===== src/rtl/key_evt_sched.sv =====
// ---------------------------------------------------------------------------
// key_evt_sched
//   Turns debounced active-low keys into SHORT / LONG press events. Each key
//   can hold one pending event. A single registered output slot serves all
//   keys: a round-robin arbiter fills it and a valid/ready handshake drains it.
//
// Ports
//   clk        system clock
//   rst        asynchronous active-high reset
//   key_deb    debounced keys, active-low (0 = pressed)
//   evt_valid  output slot holds an event
//   evt_ready  consumer accepts the event in the slot this cycle
//   evt_key    index of the key that produced the event
//   evt_type   0 = SHORT, 1 = LONG
//   ovf_flag   sticky per-key flag: an event was dropped
//   ovf_clr    synchronous clear of all ovf_flag bits
//
// Parameters: KEY_NUM must be 2..8 and IDX_W >= clog2(KEY_NUM). LONG_CNT is
// the number of cycles a key has to stay pressed before it counts as LONG.
// ---------------------------------------------------------------------------
module key_evt_sched #(
  parameter int              KEY_NUM  = 4,
  parameter int              IDX_W    = 2,
  parameter int              HOLD_W   = 24,
  parameter logic [HOLD_W-1:0] LONG_CNT = 24'd12_000_000
) (
  input  logic               clk,
  input  logic               rst,
  input  logic [KEY_NUM-1:0] key_deb,
  output logic               evt_valid,
  input  logic               evt_ready,
  output logic [IDX_W-1:0]   evt_key,
  output logic               evt_type,
  output logic [KEY_NUM-1:0] ovf_flag,
  input  logic               ovf_clr
);

  typedef enum logic [1:0] {ST_IDLE, ST_PRESS, ST_HELD} kstate_t;

  localparam logic [HOLD_W-1:0] LONG_M1 = LONG_CNT - HOLD_W'(1);

  // Per-key state
  kstate_t             state_q [KEY_NUM];
  logic [HOLD_W-1:0]   cnt_q   [KEY_NUM];
  logic [KEY_NUM-1:0]  key_d1_q;
  logic [KEY_NUM-1:0]  pend_q;
  logic [KEY_NUM-1:0]  type_q;
  logic [KEY_NUM-1:0]  ovf_q;

  // Arbiter and output slot
  logic [IDX_W-1:0]    ptr_q;
  logic                evt_valid_q;
  logic [IDX_W-1:0]    evt_key_q;
  logic                evt_type_q;

  // Combinational decode
  logic [KEY_NUM-1:0]  press_v;
  logic [KEY_NUM-1:0]  rel_v;
  logic [KEY_NUM-1:0]  raise;
  logic [KEY_NUM-1:0]  rtype;
  logic [KEY_NUM-1:0]  grant_vec;
  logic [KEY_NUM-1:0]  ovf_d;
  logic [IDX_W-1:0]    gnt_idx;
  logic [IDX_W-1:0]    ptr_d;
  logic                found;
  logic                load;

  // NOTE: every signal gets a default at the top of always_comb so no path
  // leaves it unassigned; otherwise synthesis infers a latch.
  always_comb begin
    int               j;
    logic [IDX_W-1:0] cand;
    j         = 0;
    cand      = '0;
    press_v   = key_d1_q & ~key_deb;
    rel_v     = ~key_d1_q & key_deb;
    raise     = '0;
    rtype     = '0;
    grant_vec = '0;
    found     = 1'b0;
    gnt_idx   = '0;

    // A key in PRESS raises SHORT on release, else LONG when the hold
    // counter reaches its threshold; release wins.
    for (int k = 0; k < KEY_NUM; k++) begin
      if (state_q[k] == ST_PRESS) begin
        raise[k] = rel_v[k] || (cnt_q[k] == LONG_M1);
        rtype[k] = ~rel_v[k];
      end
    end

    // Round-robin search starting at ptr_q, wrapping at KEY_NUM.
    load = !evt_valid_q || evt_ready;
    for (int i = 0; i < KEY_NUM; i++) begin
      j = int'(ptr_q) + i;
      if (j >= KEY_NUM) j = j - KEY_NUM;
      cand = IDX_W'(j);
      if (!found && pend_q[cand]) begin
        found   = 1'b1;
        gnt_idx = cand;
      end
    end
    if (load && found) grant_vec[gnt_idx] = 1'b1;

    ptr_d = (gnt_idx == IDX_W'(KEY_NUM - 1)) ? '0 : gnt_idx + 1'b1;

    // A new overflow beats a simultaneous clear.
    ovf_d = (ovf_clr ? '0 : ovf_q) | (raise & pend_q & ~grant_vec);
  end

  // NOTE: state is updated only with non-blocking assignments so every
  // flop samples the pre-edge value of every other flop.
  always_ff @(posedge clk or posedge rst) begin
    if (rst) begin
      // The sample register resets to "pressed" so a key held across reset
      // must be released and pressed again before it produces an event.
      key_d1_q    <= '0;
      pend_q      <= '0;
      type_q      <= '0;
      ovf_q       <= '0;
      ptr_q       <= '0;
      evt_valid_q <= 1'b0;
      evt_key_q   <= '0;
      evt_type_q  <= 1'b0;
      // NOTE: the per-key arrays are a handful of control flops, not RAM,
      // so every element is reset explicitly.
      for (int k = 0; k < KEY_NUM; k++) begin
        state_q[k] <= ST_IDLE;
        cnt_q[k]   <= '0;
      end
    end else begin
      key_d1_q <= key_deb;
      ovf_q    <= ovf_d;

      for (int k = 0; k < KEY_NUM; k++) begin
        case (state_q[k])
          ST_IDLE: begin
            if (press_v[k]) begin
              state_q[k] <= ST_PRESS;
              cnt_q[k]   <= HOLD_W'(1);
            end
          end
          ST_PRESS: begin
            if (rel_v[k])                  state_q[k] <= ST_IDLE;
            else if (cnt_q[k] == LONG_M1)  state_q[k] <= ST_HELD;
            else if (cnt_q[k] != '1)       cnt_q[k]   <= cnt_q[k] + 1'b1;
          end
          ST_HELD: begin
            if (rel_v[k]) state_q[k] <= ST_IDLE;
          end
          default: state_q[k] <= ST_IDLE;
        endcase

        // A pending entry being granted this cycle frees room for a new one.
        if (raise[k] && (!pend_q[k] || grant_vec[k])) begin
          pend_q[k] <= 1'b1;
          type_q[k] <= rtype[k];
        end else if (grant_vec[k]) begin
          pend_q[k] <= 1'b0;
        end
      end

      // Slot is reloaded only when empty or being accepted, so a stalled
      // event stays stable.
      if (load) begin
        if (found) begin
          evt_valid_q <= 1'b1;
          evt_key_q   <= gnt_idx;
          evt_type_q  <= type_q[gnt_idx];
          ptr_q       <= ptr_d;
        end else begin
          evt_valid_q <= 1'b0;
        end
      end
    end
  end

  assign evt_valid = evt_valid_q;
  assign evt_key   = evt_key_q;
  assign evt_type  = evt_type_q;
  assign ovf_flag  = ovf_q;

endmodule


===== config.mk =====
export PLATFORM = sky130hd
export DESIGN_NAME = key_evt_sched
export DESIGN_NICKNAME = d
export VERILOG_FILES = /design/src/rtl/key_evt_sched.sv
export SDC_FILE = /design/constraint.sdc
export NUM_CORES = 1
export LEC_CHECK = 0
export CORE_MARGIN = 1
export CORE_UTILIZATION = 65
export CTS_BUF_LIST = sky130_fd_sc_hd__clkbuf_4 sky130_fd_sc_hd__clkbuf_8
export CTS_CLUSTER_SIZE = 8
export DETAILED_ROUTE_END_ITERATION = 10
export PLACE_DENSITY = 0.83
export SKIP_LAST_GASP = 1
export SYNTH_ARGS = -nofsm -noshare
export SYNTH_HDL_FRONTEND = slang
export SYNTH_SLANG_ARGS = --single-unit

===== constraint.sdc =====
create_clock -name clk -period 5.15 [get_ports clk]
set_input_delay 0.515 -clock clk [delete_from_list [all_inputs] [get_ports clk]]
set_output_delay 0.515 -clock clk [all_outputs]
set_load 0.03 [all_outputs]

==> flow_results.org, run 1 <==
** Clocking
- In this run, post-CTS repair resized a total of 0 instances.
- After clock tree synthesis, the clock-pin slew on the worst setup and hold paths is 0.07 ns.
- Counting every sink on the clock net gives 126.
- At the later pin of the worst-skew pair, clock insertion delay measures 0.45 ns.
- Postcts setup bufs :: 0
- The clock passes through at most 2 buffers.
- The tree is rooted in a clkbuf_8.
- Clock tree from TritonCTS :: done
- Buffers inserted during clock tree synthesis total 17.
- Count of hold-fix buffers inserted at cts :: 0
- CTS built an H-tree with a depth of 4.

** Drt
- Routed via count divided by cell count :: 6.49
- DR iter-0 viols :: 439
- DRC violations left :: 0
- Remaining antenna violation count :: 0
- Summed over all layers, the routed wires come to 15200 um.
- Wire length per cell :: 16.8 um
- Number of optimization iterations in the first detailed-route pass :: 5
- Via count of the routed design :: 5893

** Floorplanning
- Die boundary width :: 105 um
- Number of primary I/O pins :: 16
- Number of standard-cell rows in the floorplan :: 37
- Die Area :: 0.0111 mm^2
- Area inside the core boundary :: 0.0103 mm^2
- The initial utilization of the core area, before any placement, comes to 67.2%.
- Overall die height :: 105 um

** Layout
- # diodes :: 0
- In the final design database the tool counted 776 nets.
- In the final layout, the share of cells above drive strength 1 is 10.6%.
- Leading cell types in the layout, fill and taps excluded :: dfrtp_1 (126), nand2_1 (83), nor2_1 (63)
- Most common cell after layout, fill and taps aside :: dfrtp_1
- Cells fill 73.5% of the core in the end.
- Growth of design area from synthesis to finish :: 9.31%
- Final std cell area, no fill :: 0.00758 mm^2

** Global routing
- The total overflow left after global routing is 0.
- Global-route usage over all layers :: 29.1%
- Maximum number of pins on one net before global-route repair :: 85
- The first global-routing pass estimated 25800 um of wire.
- The number of antenna violations at the first check in global routing came to 0.
- The number of global-route vias before repair came to 5644.

** Min path
- Worst Hold Path Cells :: 2
- The path class of the tightest hold or removal check is reg2reg.

** Placement
- Total placed instance area :: 0.00718 mm^2
- Summed over all nets, the half-perimeter wirelength after detailed placement is 10300 um.
- Final weighted congestion in routability-driven placement :: 0.869
- OpenSTA, run right after detailed placement, puts the worst setup slack at 2.00 ns.
- The count of buffers added on input and output ports is 15.

** Setup path
- Data arrives at the worst endpoint at 3.54 ns.
- Path length in cells of the critical path :: 7
- For the worst setup path, the data required time is 5.47 ns.
- Slowest Stage Delay on Critical Path :: 0.90 ns
- The worst setup path is launched from a flip-flop.
- Traced cell by cell, the critical path runs through ha_1, nand2_1, or4_4, o41a_4, a21oi_2, or3_2, a21oi_2.
- In this design, the largest share of critical-path delay is due to compound AO/OA/AOI/OAI gates.
- Worst Path Class, Setup :: reg2reg
- In this run the worst path has a maximum fanout of 29.
- FF-to-FF path depth :: 7
- The number of buffers and inverters on the critical path is 0.
- Critical path endpoint category :: flip-flop
- The largest individual stage delay along the critical path comes from the cell a21oi_2.
- The most numerous cell type found on the critical path is a21oi_2.

** Yosys
- Gate Count Post-Synth :: 751
- Number of nets produced by synthesis :: 764
- Counting flops with a built-in enable in the synthesized netlist gives 0.
- Number of distinct library cell variants in the gate-level netlist after synthesis :: 72
- The share of the Yosys chip area taken by registers is 45.4%.
- Most frequently used flop master after synthesis :: dfrtp_1
- Synthesis warning total :: 0
- The average instance in the mapped netlist occupies 9.24 um^2.
- Post-synthesis instance area :: 0.00694 mm^2
- Of all flip-flops after synthesis, the portion carrying an async set or reset was 100%.
- After synthesis the netlist holds a flip-flop and latch count of 126.

** STA
- The number of slew-limit violations in the final report was 0.
- Final critical path time including I/O delays and setup :: 3.22 ns
- RSZ-0062 raised after global routing :: no
- Between clock sinks in the finished design, the worst skew comes to 0.00771 ns.
- Timing would allow up to 0.311 GHz.
- Portion of the clock cycle consumed by the worst path in the final layout :: 62.5%
- For the pin with the worst max-slew slack, the measured transition is 1.12 ns.
- Setup violations remaining at the end of the flow were counted as 0.
- Hold Vio Cnt, Final :: 0
- Measured against its own limit, the worst slew margin works out to 25.2%.
- Setup Total Neg Slack :: 0 ns
- In the post-route analysis, the smallest setup slack over all paths is 1.93 ns.

** Run
- Number of max-capacitance violations reported :: 0

** Power
- The analysis attributes to cell leakage a power of 3.19 nW.
- Power per standard cell area :: 365 mW/mm^2
- Across the VDD grid, the largest voltage drop is 0.268 mV.

** Outcome
- Status :: complete, no violations
## area by class of cell
class	count	area [um^2]
clock buffer	19	255
clock inverter	9	145
fill	734	2740
inverter	16	62.6
multi-input combinational	580	3590
sequential	126	3150
tap	136	170
timing repair buffer	22	203
## per-stage QoR
stage          total power, mW  hold WS [ns]  cells
2_1_floorplan             1.69         0.451    751
3_3_place_gp              1.83         0.467    880
3_5_place_dp              1.87         0.487    880
4_1_cts                   2.77         0.502    908
5_1_grt                   2.90         0.518    908
6_report                  2.77         0.498    908
## per-layer routing
| layer | track usage, % | vias up | wire, um |
|---|---|---|---|
| li1 | - | 2803 | - |
| met1 | 37.1 | 2897 | 6720 |
| met2 | 48.6 | 171 | 7510 |
| met3 | 6.74 | 22 | 820 |
| met4 | 10.2 | 0 | 194 |
| met5 | 0 | - | 0 |
## worst paths after layout
| path | slack (ns) | end | start |
|---|---|---|---|
| worst max-delay path | 1.93 | cnt_q[8] | cnt_q[0] |
| worst min-delay path | 0.50 | evt_key[0] | evt_key[0] |
| worst max register to register | 1.93 | cnt_q[8] | cnt_q[0] |
| worst min register to register | 0.50 | evt_key[0] | evt_key[0] |
| max in group asynchronous | 3.31 | cnt_q[21] | rst |
| min in group asynchronous | 0.67 | cnt_q[74] | rst |
## synthesized netlist by cell type, types with 4 or more instances
master,instances,area [um^2]
a2111oi_0,5,43.8
a21o_1,6,45.0
a21oi_1,35,175
a21oi_2,7,61.3
a31oi_1,8,50.1
and2_1,9,56.3
and3_1,19,119
and4_1,6,52.6
buf_2,4,20.0
clkbuf_1,18,67.6
dfrtp_1,126,3150
ha_1,5,62.6
inv_1,16,60.1
mux2i_1,10,100
nand2_1,83,312
nand2b_1,11,68.8
nand3_1,34,170
nand4_1,40,250
nor2_1,63,236
nor2b_1,11,68.8
nor3_1,18,90.1
nor4_1,10,62.6
o211ai_1,11,82.6
o21ai_0,28,140
o21ai_1,4,20.0
o22ai_1,6,37.5
o31ai_1,18,135
or3_1,20,125
or3_2,7,52.6
or4_1,15,113
or4_2,4,35.0
xnor2_1,13,114
xor2_1,21,184
## registers in the layout, summed over array words and instances (netlist names)
register	flops
cnt_q	96
ovf_flag	4
key_d1_q	4
type_q	4
evt_key	2
evt_valid	1
evt_type	1
ptr_q	2
state_q	8
pend_q	4
## kinds of logic after synthesis
logic type	after synthesis	synth area share, %
AOI/OAI and AO/OA	156	15.4
muxes	14	2.09
DFF	126	45.4
xor gates and xnor gates	34	4.29
and+or+nand+nor	371	28.8
adders and majority gates	5	0.902
buffers and inverters	45	3.08
## tightest hold or removal path, stage by stage (launching register included)
cell and delay [ns]:
dfrtp_1 0.36, nand2_1 0.05, nand2_1 0.06
## where the power goes
group	internal, mW	leakage [nW]	total, mW	switching, mW
Sequential	1.11	1.69	1.25	0.139
Clock	0.530	0.210	0.907	0.377
Combinational	0.240	1.29	0.618	0.378
(Power assumes the default switching activity.)
==> inputs of run 2 (changes only) <==
clock period = 3.1 ns   (was 5.15 ns; I/O delays follow)
==> run 2 against run 1 <==
  * Sequential share of layout area down 0.74 points
  * Critical path depth unchanged
  * Hold slack worse by 0.15 ns
  * Via count up 2.6%
  * Combinational power up 72%
  * Die area unchanged
  * Non-clock buffer count up 7
  * Cell count up 1.2%
  * Worst setup slack worse by 1.5 ns
==> flow_results.org, run 2 (synthesis results as in run 1) <==
** Outcome
- Status :: complete, no violations

** STA
- The post-layout minimum cycle time was 2.69 ns (-0.534 ns).
- Skew final :: 0.0113 ns (+0.00358 ns)
- Actual slew at the worst max-slew pin :: 0.949 ns (-0.173 ns)
- The final setup violation count came to 0 (unchanged).
- The setup TNS after final layout was 0 ns (unchanged).
- Maximum clock rate :: 0.372 GHz (+20%)
- The part of the cycle the worst path needs is 86.6% (+24 points).
- The number of slew-limit violations in the final report was 0 (unchanged).
- Setup repair after global routing left no endpoint under its margin.
- The number of hold violations in the final report was 0 (unchanged).
- Headroom to the max-slew limit :: 36.0% (+11 points)

** Placement
- The final estimated routing congestion in global placement is 0.873 (+0.53%).
- The detailed-placement wirelength estimate was 10500 um (+2.3%).
- Number of port buffers :: 15 (unchanged)

** Setup path
- Largest driver fanout on the critical path :: 13 (-55%)
- Required time at the worst-slack endpoint :: 3.44 ns (-2.03 ns)
- Walking the worst path, the cells encountered are ha_1, nand2_1, or4_4, o41a_4, a31oi_2, xnor2_1, and2_1.
- Critical path endpoint category :: flip-flop
- The critical path is of the reg2reg type.
- Critical path data arrival time :: 3.02 ns (-0.52 ns)
- Slowest Stage Delay on Critical Path :: 0.56 ns (-0.34 ns)
- The setup slack of the most critical reg-to-reg path is 0.41 ns (-1.52 ns).
- The largest individual stage delay along the critical path comes from the cell o41a_4.
- STA classifies the critical path startpoint as a flip-flop.

** Layout
- The top cell types in the final layout, fill and taps aside, are dfrtp_1 (126), nand2_1 (83), nor2_1 (63).
- The number of flip-flops under the largest register name was 96 (unchanged).
- The diode insertion count for antenna repair was 0 (unchanged).
- Most common cell after layout, fill and taps aside :: dfrtp_1
- Area taken by multi-input logic gates :: 0.00359 mm^2 (unchanged)
- The area growth from synthesis to layout is 11.3%.
- Fraction of layout instances using a drive strength above 1 :: 11.9% (+1.3 points)
- More flip-flops sit in one register than any other, and that register is cnt_q.
- The count of filler cells inserted in the layout came to 735 (+0.14%).
- The register area came to 0.00315 mm^2 (unchanged).
- The count of nets after finishing came to 783 (+0.90%).
- The largest registers in the layout are cnt_q: 96 flops, state_q: 8 flops.
- The post-route core utilization came to 74.8% (+1.3 points).

** Drt
- The detailed-router iteration count before antenna repair was 6 (+1).
- DR iter-0 viols :: 359 (-18%)
- Via count of the routed design :: 6045 (+2.6%)
- Remaining antenna violation count :: 0 (unchanged)
- The average via count per standard cell was 6.58 (+1.4%).
- The average wire per cell in the routed design was 17.0 um (+1.2%).
- The routed wire length was 15600 um (+2.4%).
- DRC violations left :: 0 (unchanged)

** Floorplanning
- The overall die height came to 105 um (unchanged).
- The core box area is 0.0103 mm^2 (unchanged).
- Number of primary I/O pins :: 16 (unchanged)
- The overall die width was 105 um (unchanged).
- Number of standard-cell rows in the floorplan :: 37 (unchanged)
- Initial core utilization :: 67.2% (unchanged)
- The floorplan die area came to 0.0111 mm^2 (unchanged).

** Global routing
- Overall overflow remaining after global route :: 0 (unchanged)
- Maximum number of pins on one net before global-route repair :: 127 (+49%)
- Number of global-route vias before repair :: 5839 (+3.5%)
- Wire length of the first global-routing pass :: 26600 um (+3.4%)
- Antenna violations before repair :: 0 (unchanged)
- The global-route usage over all layers was 29.8% (+0.77 points).

** Clocking
- Source-to-sink clock delay at the later pin of the worst-skew pair :: 0.44 ns (about the same)
- Maximum number of buffers from clock root to sink :: 2 (unchanged)
- Gates resized, CTS repair :: 0 (unchanged)
- CTS Root Buffer Type :: clkbuf_8
- Clock sink count :: 126 (unchanged)
- Clock tree from TritonCTS :: done
- The clock edge transition at the registers on the reported setup and hold paths came to 0.08 ns (about the same).
- The number of buffers inserted by hold repair at cts was 0 (unchanged).
- TritonCTS Buffers :: 17 (unchanged)
- Postcts setup bufs :: 0 (unchanged)
- The number of H-tree levels came to 4 (unchanged).

** Power
- Power per standard cell area :: 624 mW/mm^2 (+71%)
- Leakage :: 3.23 nW (+1.4%)
- The largest voltage drop on the vdd net came to 0.640 mV (+140%).

** Min path
- Hold Crit Class :: in2reg

** Run
- The number of maximum-capacitance violations was 0 (unchanged).
-- run 2: changes by cell type in the layout (fill, tap and decap cells not counted), sizes merged --
cell      delta
buf          +7
bufinv       +1
clkinv       -4
clkinvlp     +6
inv          +1
-- run 2: worst max-delay path: cells and delay by family (launching register included) --
family,cells,cell delay (ns)
simple gates,3,0.81
xor+xnor,1,0.11
compound gates,2,0.99
flops,1,0.41
fa+ha+maj,1,0.25
-- run 2: power breakdown --
| group | internal, mW | switching [mW] | leakage, nW | total (mW) |
|---|---|---|---|---|
| combinational | 0.415 | 0.640 | 1.32 | 1.06 |
| clock | 1.00 | 0.679 | 0.221 | 1.68 |
| sequential | 1.84 | 0.238 | 1.69 | 2.08 |
| total | 3.26 | 1.56 | 3.23 | 4.81 |
-- run 2: through the flow --
stage | hold WS [ns] | cells | setup slack [ns] | power, mW | area [um^2]
3_3_place_gp | 0.465 | 887 | 0.564 | 3.07 | 7250
5_1_grt | 0.364 | 919 | 0.283 | 5.03 | 7720
4_1_cts | 0.343 | 919 | 0.422 | 4.82 | 7720
3_5_place_dp | 0.490 | 887 | 0.469 | 3.14 | 7250
2_1_floorplan | 0.341 | 751 | 0.678 | 2.81 | 6940
6_report | 0.349 | 919 | 0.414 | 4.81 | 7720
-- run 2: path summary, 6_finish.rpt --
path | cells past startpoint | startpoint | end
max in group asynchronous | 3 | rst | ovf_flag[2]
worst min register to register | 1 | type_q[3] | type_q[3]
min in group asynchronous | 3 | rst | cnt_q[90]
worst max register to register | 7 | cnt_q[0] | cnt_q[10]
worst max-delay path | 7 | cnt_q[0] | cnt_q[10]
worst min-delay path | 1 | key_deb[3] | key_d1_q[3]
-- run 2: per-layer routing --
layer	GRT usage [%]	share of wire (%)	up-vias
li1	-	-	2827
met1	37.1	42	2968
met2	49.9	50	209
met3	6.12	5.2	41
met4	14.1	2.5	0
met5	0	0	-
-- run 2: layout make-up --
cell class              count  share of cell area [%]
clock inverters            13                    2.72
flip-flops and latches    126                    40.8
inverters                  16                   0.826
clock buffers              19                    3.39
well taps                 136                    2.20
multi-input cells         580                    46.6
repair buffers             29                    3.47
==> inputs of run 3 (changes only) <==
CAP_MARGIN = 40   (was unset)
CELL_PAD_IN_SITES_DETAIL_PLACEMENT = 0   (was unset)
CELL_PAD_IN_SITES_GLOBAL_PLACEMENT = 1   (was unset)
CORE_UTILIZATION = 50   (was 65)
GPL_TIMING_DRIVEN = 0   (was unset)
PLACE_DENSITY = unset   (was 0.83)
PLACE_DENSITY_LB_ADDON = 0.1   (was unset)
==> run 3 against run 2 <==
  * Non-clock buffer count increased by 19
  * Fmax decreased by 0.92%
  * Utilization decreased by 17 points
  * Combinational power about the same
  * First-iteration DRC count increased by 34%
  * Die area increased by 29%
  * Clock skew increased by 0.0015 ns
  * Global-route usage decreased by 5.0 points
  * Register-to-register slack got worse by 0.02 ns
==> flow_results.org, run 3 (synthesis results as in run 1) <==
** Placement
- Placed cells :: 946 (+6.7%)
- The final estimated routing congestion in global placement came to 0.849 (-2.8%).
- HPWL Detailed :: 11400 um (+8.4%)
- The placed cell area is 0.00738 mm^2 (+1.8%).
- The count of buffers inserted at the top-level ports was 15 (unchanged).

** Layout
- # diodes :: 0 (unchanged)
- Fin nets :: 802 (+2.4%)
- Fill cell instance count of the final layout :: 1219 (+66%)
- Leading cell types in the layout, fill and taps excluded :: dfrtp_1 (126), nand2_1 (83), nor2_1 (63)
- The post-route core utilization came to 58.0% (-17 points).
- Fraction of layout instances using a drive strength above 1 :: 11.0% (-0.90 points)
- Final Instance Count excl. Fillers :: 978 (+6.4%)
- Max reg flops :: 96 (unchanged)
- The area growth from synthesis to layout is 12.1%.
- Most common cell after layout, fill and taps aside :: dfrtp_1
- Final std cell area, no fill :: 0.00778 mm^2 (+0.75%)
- Ranked by flip-flop count, first place goes to cnt_q.
- The largest registers in the layout are cnt_q: 96 flops, state_q: 8 flops.

** STA
- The post-layout minimum cycle time came to 2.71 ns (+0.0249 ns).
- Setup Total Neg Slack :: 0 ns (unchanged)
- Setup repair after global routing left no endpoint under its margin.
- Portion of the clock cycle consumed by the worst path in the final layout :: 87.4% (+0.80 points)
- The maximum achievable frequency is 0.369 GHz (-0.92%).
- The worst-case headroom to the max-slew limit was 44.6% (+8.5 points).
- Endpoints failing setup :: 0 (unchanged)
- Pins over their slew limit :: 0 (unchanged)
- The pin slew with the least headroom to its limit is 0.829 ns (-0.120 ns).
- The final worst hold slack was 0.305 ns (-0.0443 ns).
- Hold Vio Cnt, Final :: 0 (unchanged)
- The post-route clock skew came to 0.0128 ns (+0.00152 ns).

** Clocking
- Clock sink count :: 126 (unchanged)
- The number of buffers on the longest clock path was 2 (unchanged).
- Source-to-sink clock delay at the later pin of the worst-skew pair :: 0.45 ns (about the same)
- TritonCTS built the clock tree.
- The count of buffers added by post-CTS timing repair for setup was 0 (unchanged).
- Gates resized, CTS repair :: 0 (unchanged)
- The number of buffers inserted by hold repair at cts is 0 (unchanged).
- TritonCTS Buffers :: 17 (unchanged)
- Clock-pin slew reported for the worst setup and hold paths after clock tree synthesis :: 0.08 ns (about the same)
- The number of H-tree levels came to 4 (unchanged).
- CTS Root Buffer Type :: clkbuf_8

** Run
- Number of max-capacitance violations reported :: 0 (unchanged)

** Floorplanning
- The floorplan die area is 0.0144 mm^2 (+29%).
- Area inside the core boundary :: 0.0134 mm^2 (+30%)
- The number of ports placed on the die boundary is 16 (unchanged).
- Initial core utilization :: 51.8% (-15 points)
- The number of cell rows was 42 (+14%).
- The overall die height was 120 um (+14%).
- Die boundary width :: 120 um (+14%)

** Outcome
- The run finished with clean final reports.

** Power
- The share of total power in the clock network is 31.6% (-3.3 points).
- The largest voltage drop on the vdd net is 0.461 mV (-28%).
- The net switching power is 1.58 mW (+1.7%).
- Fraction of power spent switching nets :: 34.5% (+2.1 points)
- The part of the total power dissipated in combinational logic is 23.6% (+1.7 points).
- Sequential fraction of design power :: 44.8% (+1.7 points)
- Power per standard cell area :: 591 mW/mm^2 (-5.3%)
- Int Power :: 3.01 mW (-7.5%)
- The leakage power summed over all cells came to 3.23 nW (-0.17%).

** Global routing
- The global-route wire length before repair was 28400 um (+6.7%).
- The total global routing overflow came to 0 (unchanged).
- The global-route usage over all layers was 24.8% (-5.0 points).
- Number of global-route vias before repair :: 5983 (+2.5%)
- The number of antenna violations at the first check in global routing was 0 (unchanged).
- The largest net degree at the start of global routing is 38 (-70%).

** Drt
- The number of DRC markers after the initial detailed-route iteration is 481 (+34%).
- Wire length per cell :: 16.7 um (-1.7%)
- The routed wire length is 16300 um (+4.6%).
- Number of optimization iterations in the first detailed-route pass :: 5 (-1)
- The post-detailed-route count of antenna-violating nets was 0 (unchanged).
- DRC violations left :: 0 (unchanged)
- Via count of the routed design :: 5935 (-1.8%)
- Routed via count divided by cell count :: 6.07 (-7.7%)

** Setup path
- The top fanout value on the critical path is 10 (-3).
- Broken down by cell family, the worst path's largest delay share belongs to simple AND/OR/NAND/NOR gates.
- Critical path endpoint category :: flip-flop
- The slowest stage of the critical path belongs to the cell nor3_1.
- Most frequent CP cell :: nand3_1
- The stage delay of the slowest cell on the critical path came to 0.74 ns (+0.18 ns).
- Critical path data arrival time :: 3.08 ns (+0.06 ns)
- Crit start category :: flip-flop
- Worst Path Class, Setup :: reg2reg
- The signal on the critical path passes through ha_1, nand3_1, nor3_1, nand3_1, and2_1, clkbuf_1, nand2b_1, mux2i_1.
- Buf/Inv on CP :: 1 (+1)
- Required time at the worst-slack endpoint :: 3.47 ns (+0.03 ns)

** Min path
- In this run the worst hold path is classified as in2async.
-- run 3: layer usage --
metal	global-route usage (%)	vias up	routed length (um)
met5	0	-	0
met4	7.66	0	195
met3	5.18	19	604
met2	40.5	120	7890
met1	33.0	2941	7640
li1	-	2855	-
-- run 3: worst paths after layout --
kind / from / to / slack [ns] / cells after the start
worst max-delay path: cnt_q[72] / cnt_q[76] / 0.39 / 8
min in group clk: key_deb[1] / key_d1_q[1] / 0.36 / 1
max in group asynchronous: rst / cnt_q[63] / 1.97 / 4
worst max register to register: cnt_q[72] / cnt_q[76] / 0.39 / 8
worst min-delay path: rst / cnt_q[44] / 0.30 / 2
worst min register to register: cnt_q[53] / cnt_q[53] / 0.49 / 1
-- run 3: power by group through the flow --
stage	registers, mW	clock network (mW)	logic, mW
2_1_floorplan	2.09	0	0.728
3_3_place_gp	2.07	0	1.04
3_5_place_dp	2.09	0	1.09
4_1_cts	2.06	1.48	1.09
5_1_grt	2.09	1.54	1.21
6_report	2.06	1.45	1.09
-- run 3: final cells by class --
type / count / area (um^2) / area share (%)
plain buffers: 29 / 154 / 1.98
clock buffers: 19 / 255 / 3.28
clock inverters: 13 / 140 / 1.80
inverters: 16 / 63.8 / 0.820
multi-input cells: 580 / 3580 / 46.0
flip-flops and latches: 126 / 3150 / 40.5
well taps: 176 / 220 / 2.83
repair buffers: 19 / 215 / 2.77
-- run 3: through the flow --
stage | setup slack [ns] | power, mW
2_1_floorplan | 0.678 | 2.81
3_3_place_gp | 0.0332 | 3.11
3_5_place_dp | 0.401 | 3.17
4_1_cts | 0.417 | 4.63
5_1_grt | 0.159 | 4.84
6_report | 0.389 | 4.60
